## config.mk

```make
export PLATFORM = sky130hd
export DESIGN_NAME = mux4_tx
export DESIGN_NICKNAME = d
export VERILOG_FILES = /design/src/rtl/mux4_tx.sv
export SDC_FILE = /design/constraint.sdc
export NUM_CORES = 1
export LEC_CHECK = 0
export CORE_MARGIN = 2
export CORE_UTILIZATION = 41
export CTS_CLUSTER_DIAMETER = 200
export DETAILED_ROUTE_END_ITERATION = 10
export PLACE_DENSITY = 0.8
export REMOVE_ABC_BUFFERS = 1
export SETUP_SLACK_MARGIN = 0.02
export SYNTH_ARGS = -nofsm -noshare
export SYNTH_HDL_FRONTEND = slang
export SYNTH_SLANG_ARGS = --single-unit
```

## constraint.sdc

```tcl
create_clock -name clk -period 2.3 [get_ports clk]
set_input_delay 0.46 -clock clk [delete_from_list [all_inputs] [get_ports clk]]
set_output_delay 0.46 -clock clk [all_outputs]
set_load 0.02 [all_outputs]
```

## src/rtl/mux4_tx.sv

```systemverilog
// mux4_tx: transmit-side 4:1 multiplexer.
// Serialises words from four valid/ready source channels onto one registered output stream.
// Each output word carries its channel index on {out_a,out_b} for the downstream 1:4 demux.
// Arbitration is round-robin by default. Define MUX4_FIXED_PRIO_EN to switch to fixed
// priority, with channel 0 highest.
module mux4_tx #(
  parameter int unsigned WIDTH = 8,
  parameter int unsigned CNT_W = 16
) (
  input  logic               clk,
  input  logic               rst_n,
  input  logic [3:0]         in_valid,
  input  logic [4*WIDTH-1:0] in_data,
  output logic [3:0]         in_ready,
  output logic               out_valid,
  input  logic               out_ready,
  output logic [WIDTH-1:0]   out_data,
  output logic               out_a,
  output logic               out_b,
  output logic [CNT_W-1:0]   word_cnt
);

  // The output register is either empty or holding one word.
  typedef enum logic {StEmpty, StFull} state_e;

  state_e           state_q, state_d;
  logic [WIDTH-1:0] data_q, data_d;
  logic [1:0]       sel_q, sel_d;
  logic [CNT_W-1:0] cnt_q, cnt_d;

  logic             load;
  logic             grant_vld;
  logic [1:0]       grant_idx;
  logic             in_xfer;
  logic             out_xfer;

`ifndef MUX4_FIXED_PRIO_EN
  // Index of the most recently granted channel. The search starts just after it.
  logic [1:0]       ptr_q, ptr_d;
`endif

  // A new word may be loaded when the register is empty or is being drained this cycle.
  assign load     = (state_q == StEmpty) || out_ready;
  assign out_xfer = (state_q == StFull) && out_ready;
  assign in_xfer  = grant_vld && load && rst_n;

  // Pick one requesting channel. The loop runs from the lowest to the highest search
  // priority, so the highest-priority requester is the last one written and wins.
  always_comb begin
    grant_vld = 1'b0;
    grant_idx = 2'd0;
`ifdef MUX4_FIXED_PRIO_EN
    for (int k = 3; k >= 0; k--) begin
      if (in_valid[k]) begin
        grant_vld = 1'b1;
        grant_idx = 2'(k);
      end
    end
`else
    for (int k = 4; k >= 1; k--) begin
      if (in_valid[2'(ptr_q + 2'(k))]) begin
        grant_vld = 1'b1;
        grant_idx = 2'(ptr_q + 2'(k));
      end
    end
`endif
  end

  // Only the granted channel sees ready. Ready is held low while reset is asserted.
  always_comb begin
    in_ready = 4'b0000;
    if (in_xfer) begin
      in_ready[grant_idx] = 1'b1;
    end
  end

  // Next-state logic for the output register, the word counter and the grant pointer.
  always_comb begin
    state_d = state_q;
    data_d  = data_q;
    sel_d   = sel_q;
    cnt_d   = cnt_q;
`ifndef MUX4_FIXED_PRIO_EN
    ptr_d   = ptr_q;
`endif

    unique case (state_q)
      StEmpty: if (in_xfer) state_d = StFull;
      StFull:  if (out_xfer && !in_xfer) state_d = StEmpty;
    endcase

    if (in_xfer) begin
      data_d = in_data[grant_idx*WIDTH +: WIDTH];
      sel_d  = grant_idx;
`ifndef MUX4_FIXED_PRIO_EN
      ptr_d  = grant_idx;
`endif
    end

    // The counter wraps naturally and does not saturate.
    if (out_xfer) begin
      cnt_d = cnt_q + CNT_W'(1);
    end
  end

  // State register with synchronous active-low reset.
  always_ff @(posedge clk) begin
    if (!rst_n) begin
      state_q <= StEmpty;
      data_q  <= '0;
      sel_q   <= 2'd0;
      cnt_q   <= '0;
`ifndef MUX4_FIXED_PRIO_EN
      ptr_q   <= 2'd3;
`endif
    end else begin
      state_q <= state_d;
      data_q  <= data_d;
      sel_q   <= sel_d;
      cnt_q   <= cnt_d;
`ifndef MUX4_FIXED_PRIO_EN
      ptr_q   <= ptr_d;
`endif
    end
  end

  assign out_valid = (state_q == StFull);
  assign out_data  = data_q;
  assign out_a     = sel_q[1];
  assign out_b     = sel_q[0];
  assign word_cnt  = cnt_q;

endmodule

```

==> impl_metrics.py, run 1 <==
metrics = {
    "critical_path": {
        "path_class": "primary input to output pin",
        "worstPathRequired_ns": 1.84,
        "startpoint_type": "primary input",
        "worstSetupEndpointType": "output pin",
        "arrival_ns": 1.75,
        "cp_max_fo": 4,
    },
    "global_route": {
        "grt_use_met1_pct": 20.7,
        "grt_pass1_wl_um": 6600,
        "antenna_found_initial": 0,
        "grt_use_met2_pct": 36.9,
        "grt_max_degree": 17,
        "first_global_vias": 1559,
        "grt_usage_pct": 20.5,
        "grt_busiest_layer": "met2",
        "overflow": 0,
        "grt_util_met3_pct": 7.36,
    },
    "placement": {
        "place_congestion": 0.740,
        "postPlaceCellArea_um2": 2370,
        "numPortBuffers": 69,
        "hpwl_um": 2960,
    },
    "sta": {
        "timing.final.crit_share_pct": 96.3,
        "min_period_ns": 2.21,
        "final_max_slew_viol_count": 0,
        "relSlewSlack_pct": 70.6,
        "holdWs_ns": 0.457,
        "hold_viol": 0,
        "setup_tns_ns": 0,
        "grt_setup_unrepaired": "no",
        "fmax_ghz": 0.452,
        "setup_violations": 0,
        "worst_slew_pin_slew_ns": 0.437,
        "skew_ns": 0.00469,
    },
    "worst_hold_path": {
        "hold_path.class": "register to register",
    },
    "clock_network": {
        "worstSkewPairLatency_ns": 0.28,
        "cts_made_buffers": 5,
        "cts_root_buf": "clkbuf_8",
        "cts_htree_levels": 2,
        "cts.sinks": 29,
        "cts.clk_slew.worst_paths_ns": 0.06,
        "clk_path_buf_depth": 2,
        "cts_tree": "yes",
    },
    "synth": {
        "yosys-top-cells-area": "dfxtp_1 (37%), mux2i_1 (5.8%), nand3_1 (5.2%)",
        "synth_edf_count": 0,
        "yosys_warnings": 0,
        "yosysSeqAreaShare_pct": 37.4,
        "synth_common_cells": "dfxtp_1 (29), nand2_1 (20), nor2_1 (19), nand3_1 (16)",
        "yosysMostFrequentCell": "dfxtp_1",
        "synthesis.area_um2": 1550,
        "ys_seq_elements": 29,
        "postSynthAreaPerCell_um2": 8.82,
        "synth_cell_types": 39,
        "synth_top_cell_area_share_pct": 37.4,
        "ys_async_sr_fraction_pct": 0,
        "synth_top_area_cell": "dfxtp_1",
        "synth_ff_type": "dfxtp_1",
        "syn_inst": 176,
    },
    "floorplan": {
        "rows": 22,
        "start_util_pct": 42.4,
        "core-area_um2": 3660,
        "die-area_um2": 4290,
        "die_height_um": 65.5,
        "die_x_um": 65.5,
        "io_pins": 70,
    },
    "drt": {
        "drt-initial-drc-count": 85,
        "drc": 0,
        "ant_nets": 0,
        "vias_per_cell": 5.07,
        "postRouteWirelength_um": 4060,
        "vias": 1582,
        "firstDrtPassIters": 4,
        "avgRoutedWirePerCell_um": 13.0,
    },
    "cells_and_area": {
        "antenna_cells": 0,
        "synthToLayoutAreaGrowth_pct": 62.4,
        "nets": 303,
        "final_area_um2": 2520,
        "layout-drive-gt1-share_pct": 19.3,
    },
    "job": {
        "max_cap_viol_count": 0,
    },
    "power_and_ir_drop": {
        "ir_drop_v": 0.000354,
        "p_total_uw": 1430,
        "powerDensity_nw_per_um2": 568,
        "power.static_leakage_uw": 0.000950,
    },
    "status": {
        "status": "finished clean",
    },
}
flip-flops by register name (all words and copies together) (netlist names):
signal     cells
out_valid      1
ptr_q          2
sel_q          2
out_data       8
word_cnt      16
final cells by class:
cell class	instances	area, um2
Fill cell	308	1140
Timing Repair Buffer	86	815
Tap cell	48	60.1
Inverter	1	3.75
Clock buffer	7	96.3
Sequential cell	29	581
Multi-Input combinational cell	140	960
Clock inverter	1	5.00
cells by family after synthesis:
family | count (synthesis) | synth area share (%)
buffers and inverters | 7 | 3.06
AO/OA/AOI/OAI | 20 | 9.11
AND/OR/NAND/NOR | 88 | 30.1
XOR/XNOR | 14 | 7.90
adder cells (fa/ha/maj) | 1 | 0.806
multiplexers | 17 | 11.6
flip-flops | 29 | 37.4
final timing paths:
kind | from | endpoint | slack, ns | cells after the start
setup / recovery | in_valid[1] | in_ready[1] | 0.09 | 6
hold / removal | sel_q[1] | sel_q[1] | 0.46 | 2
setup reg to reg | ptr_q[1] | out_data[1] | 0.47 | 7
hold reg to reg | sel_q[1] | sel_q[1] | 0.46 | 2
timing repair:
action	CTS	global route
cloned	0	0
pin swaps	4	1
setup buffers	4	0
hold endpoints to repair	0	0
resized for setup	30	1
hold buffers	0	0
setup endpoints to repair	4	1
worst max-delay path: stages:
cell and delay (ns):
dlygate4sd2_1 0.28, or4_4 0.53, and3_4 0.21, nand2_4 0.08
nor2b_2 0.04, buf_4 0.15
metal layers:
layer | up-vias | part of all wire (%)
met5 | - | 0
met4 | 0 | 1.9
met3 | 5 | 8.7
met2 | 69 | 49
met1 | 722 | 41
li1 | 786 | -
cells in the final DEF, fill, tap and decap left out, types with 3 or more instances in the layout:
master           netlist  routed
clkdlybuf4s50_1        0      61
dfxtp_1               29      29
nor2_1                19      19
nand2_1               20      19
buf_4                  1      17
nand3_1               16      16
mux2i_1                9       9
xor2_1                 9       9
o211ai_1               7       7
clkbuf_8               0       7
xnor2_1                5       5
nand3_2                5       5
mux2_2                 5       5
nor2b_1                5       4
dlygate4sd2_1          0       4
nand2b_1               3       3
and2_1                 3       3
o21ai_0                3       3
nand4_1                3       3
mux2_1                 3       3
through the flow:
step / setup slack, ns / std cells / util (%)
floorplan: -0.373 / 170 / -
global placement: -0.540 / 300 / 64.8
detailed placement: -0.563 / 300 / 64.8
CTS: 0.0926 / 312 / 68.8
global route: 0.0464 / 312 / 68.8
finish: 0.0862 / 312 / 68.8
power by group:
| group | internal (uW) | switching, uW |
|---|---|---|
| clock | 270 | 201 |
| combinational | 217 | 183 |
| sequential | 536 | 24.4 |
| total | 1020 | 408 |
No activity file was read; power rests on OpenSTA's default activity.
==> inputs of run 2 (changes only) <==
--- a/config.mk
+++ b/config.mk
@@ -11,7 +11,7 @@
 export DETAILED_ROUTE_END_ITERATION = 10
 export PLACE_DENSITY = 0.8
 export REMOVE_ABC_BUFFERS = 1
-export SETUP_SLACK_MARGIN = 0.02
+export SETUP_SLACK_MARGIN = 0.15
 export SYNTH_ARGS = -nofsm -noshare
 export SYNTH_HDL_FRONTEND = slang
 export SYNTH_SLANG_ARGS = --single-unit
==> impl_metrics.py, run 2 (synthesis results as in run 1) <==
metrics = {
    "power_and_ir_drop": {
        "combPwrFrac_pct": 28.5,
        "ir_drop_v": 0.000355,
        "power.share.clock_pct": 32.6,
        "power_frac_seq_pct": 38.9,
        "powerDensity_nw_per_um2": 567,
        "p_sw_uw": 413,
        "swShare_pct": 28.6,
        "internal-power_uw": 1030,
        "power.static_leakage_uw": 0.000967,
    },
    "critical_path": {
        "cp_slowest_stage_delay_ns": 0.48,
        "worstPathRequired_ns": 1.84,
        "rr_worst_depth": 7,
        "path_delay_family": "simple AND/OR/NAND/NOR gates",
        "worst-path-buf-inv": 2,
        "crit_chain": "clkdlybuf4s15_2, or4_4, and3_4, nand2_4, nor2_1, buf_2",
        "path_class": "primary input to output pin",
        "cp_max_fo": 4,
        "cp.depth": 6,
        "arrival_ns": 1.64,
        "worstSetupEndpointType": "output pin",
        "cp_slowest_cell": "or4_4",
        "startpoint_type": "primary input",
    },
    "sta": {
        "final_max_slew_viol_count": 0,
        "fmax_ghz": 0.477,
        "relSlewSlack_pct": 70.5,
        "timing.final.crit_share_pct": 91.2,
        "setup_tns_ns": 0,
        "grt_setup_unrepaired": "yes",
        "min_period_ns": 2.10,
        "skew_ns": 0.00529,
        "setup_violations": 0,
        "worst_slew_pin_slew_ns": 0.439,
        "hold_viol": 0,
        "holdWs_ns": 0.463,
    },
    "job": {
        "max_cap_viol_count": 0,
    },
    "worst_hold_path": {
        "hold_path.class": "register to register",
        "holdPathStages": 2,
    },
    "cells_and_area": {
        "final_common_cell": "clkdlybuf4s50_1",
        "nets": 305,
        "largest_reg_flops": 16,
        "layout_common_cells": "clkdlybuf4s50_1 (60), dfxtp_1 (28), buf_4 (20)",
        "antenna_cells": 0,
        "final.fill_count": 302,
        "seqCellArea_um2": 582,
        "synthToLayoutAreaGrowth_pct": 64.3,
        "layout-drive-gt1-share_pct": 22.2,
        "multi_input_area_um2": 975,
    },
    "clock_network": {
        "cts_tree": "yes",
        "cts_made_buffers": 5,
        "cts.clk_slew.worst_paths_ns": 0.06,
        "cts.sinks": 29,
        "cts_root_buf": "clkbuf_8",
        "clk_path_buf_depth": 2,
        "worstSkewPairLatency_ns": 0.29,
        "cts_htree_levels": 2,
    },
    "floorplan": {
        "die_height_um": 65.5,
        "core-area_um2": 3660,
        "die-area_um2": 4290,
        "rows": 22,
        "die_x_um": 65.5,
        "io_pins": 70,
        "start_util_pct": 42.4,
    },
    "global_route": {
        "antenna_found_initial": 0,
        "overflow": 0,
        "grt_usage_pct": 20.5,
        "first_global_vias": 1557,
        "grt_max_degree": 17,
        "grt_pass1_wl_um": 6600,
    },
    "placement": {
        "numPortBuffers": 69,
        "place_congestion": 0.740,
        "hpwl_um": 2960,
    },
    "drt": {
        "ant_nets": 0,
        "vias": 1592,
        "postRouteWirelength_um": 4170,
        "drc": 0,
        "vias_per_cell": 5.07,
        "avgRoutedWirePerCell_um": 13.3,
        "firstDrtPassIters": 6,
        "drt-initial-drc-count": 76,
    },
    "status": {
        "status": "finished clean",
    },
}
[run 2: cell count changes in the layout (fill, tap and decap cells not counted), sizes merged]
cell / change
clkbuf: +1
clkdlybuf4s50: -1
clkdlybuf4s15: +2
buf: +3
dlygate4sd2: -3
[run 2: final cells by class]
| cell class | count | area share, % |
|---|---|---|
| repair buffers | 88 | 32.4 |
| well taps | 48 | 2.36 |
| clock inverters | 1 | 0.196 |
| inverters | 1 | 0.147 |
| flip-flops and latches | 29 | 22.8 |
| multi-input cells | 140 | 38.2 |
| clock buffers | 7 | 3.78 |
[run 2: what timing repair did]
action	4_1_cts	5_1_grt
hold buffers	0	0
pin swaps	4	2
setup buffers	4	2
endpoints found under the setup margin	4	4
gates resized for setup	36	8
[run 2: power groups by stage]
| stage | logic [uW] | registers [uW] | clock network, uW |
|---|---|---|---|
| 6_report | 412 | 562 | 471 |
| 5_1_grt | 439 | 565 | 499 |
| 4_1_cts | 399 | 561 | 481 |
| 3_5_place_dp | 374 | 570 | 0 |
| 3_3_place_gp | 369 | 570 | 0 |
| 2_1_floorplan | 143 | 602 | 0 |
[run 2: path summary, 6_finish.rpt]
check | from | slack (ns) | endpoint
max | in_valid[2] | 0.20 | in_ready[2]
min | sel_q[1] | 0.46 | sel_q[1]
max reg2reg | ptr_q[1] | 0.55 | out_data[6]
min reg2reg | sel_q[1] | 0.46 | sel_q[1]
[run 2: worst register-to-register path: stages (launching register included)]
cell      delay [ns]
dfxtp_2         0.40
nand2b_1        0.14
a21boi_1        0.08
o21ai_2         0.22
buf_6           0.16
buf_4           0.23
mux2_1          0.36
o211ai_1        0.10
[run 2: metrics by stage]
stage               power (uW)  utilization [%]  worst slack, ns  std cells  instance area [um2]
finish                    1440             69.6            0.202        314                 2550
floorplan                  746                -           -0.373        170                 1510
detailed placement         944             64.8           -0.563        300                 2370
global placement           939             64.8           -0.540        300                 2370
CTS                       1440             69.1            0.161        312                 2530
global route              1500             69.6            0.153        314                 2550
[run 2: layer usage]
layer	track usage, %	vias to the layer above	wire [um]
li1	-	795	-
met1	20.7	726	1690
met2	36.9	66	2060
met3	7.36	5	351
met4	10.2	0	76
met5	0	-	0
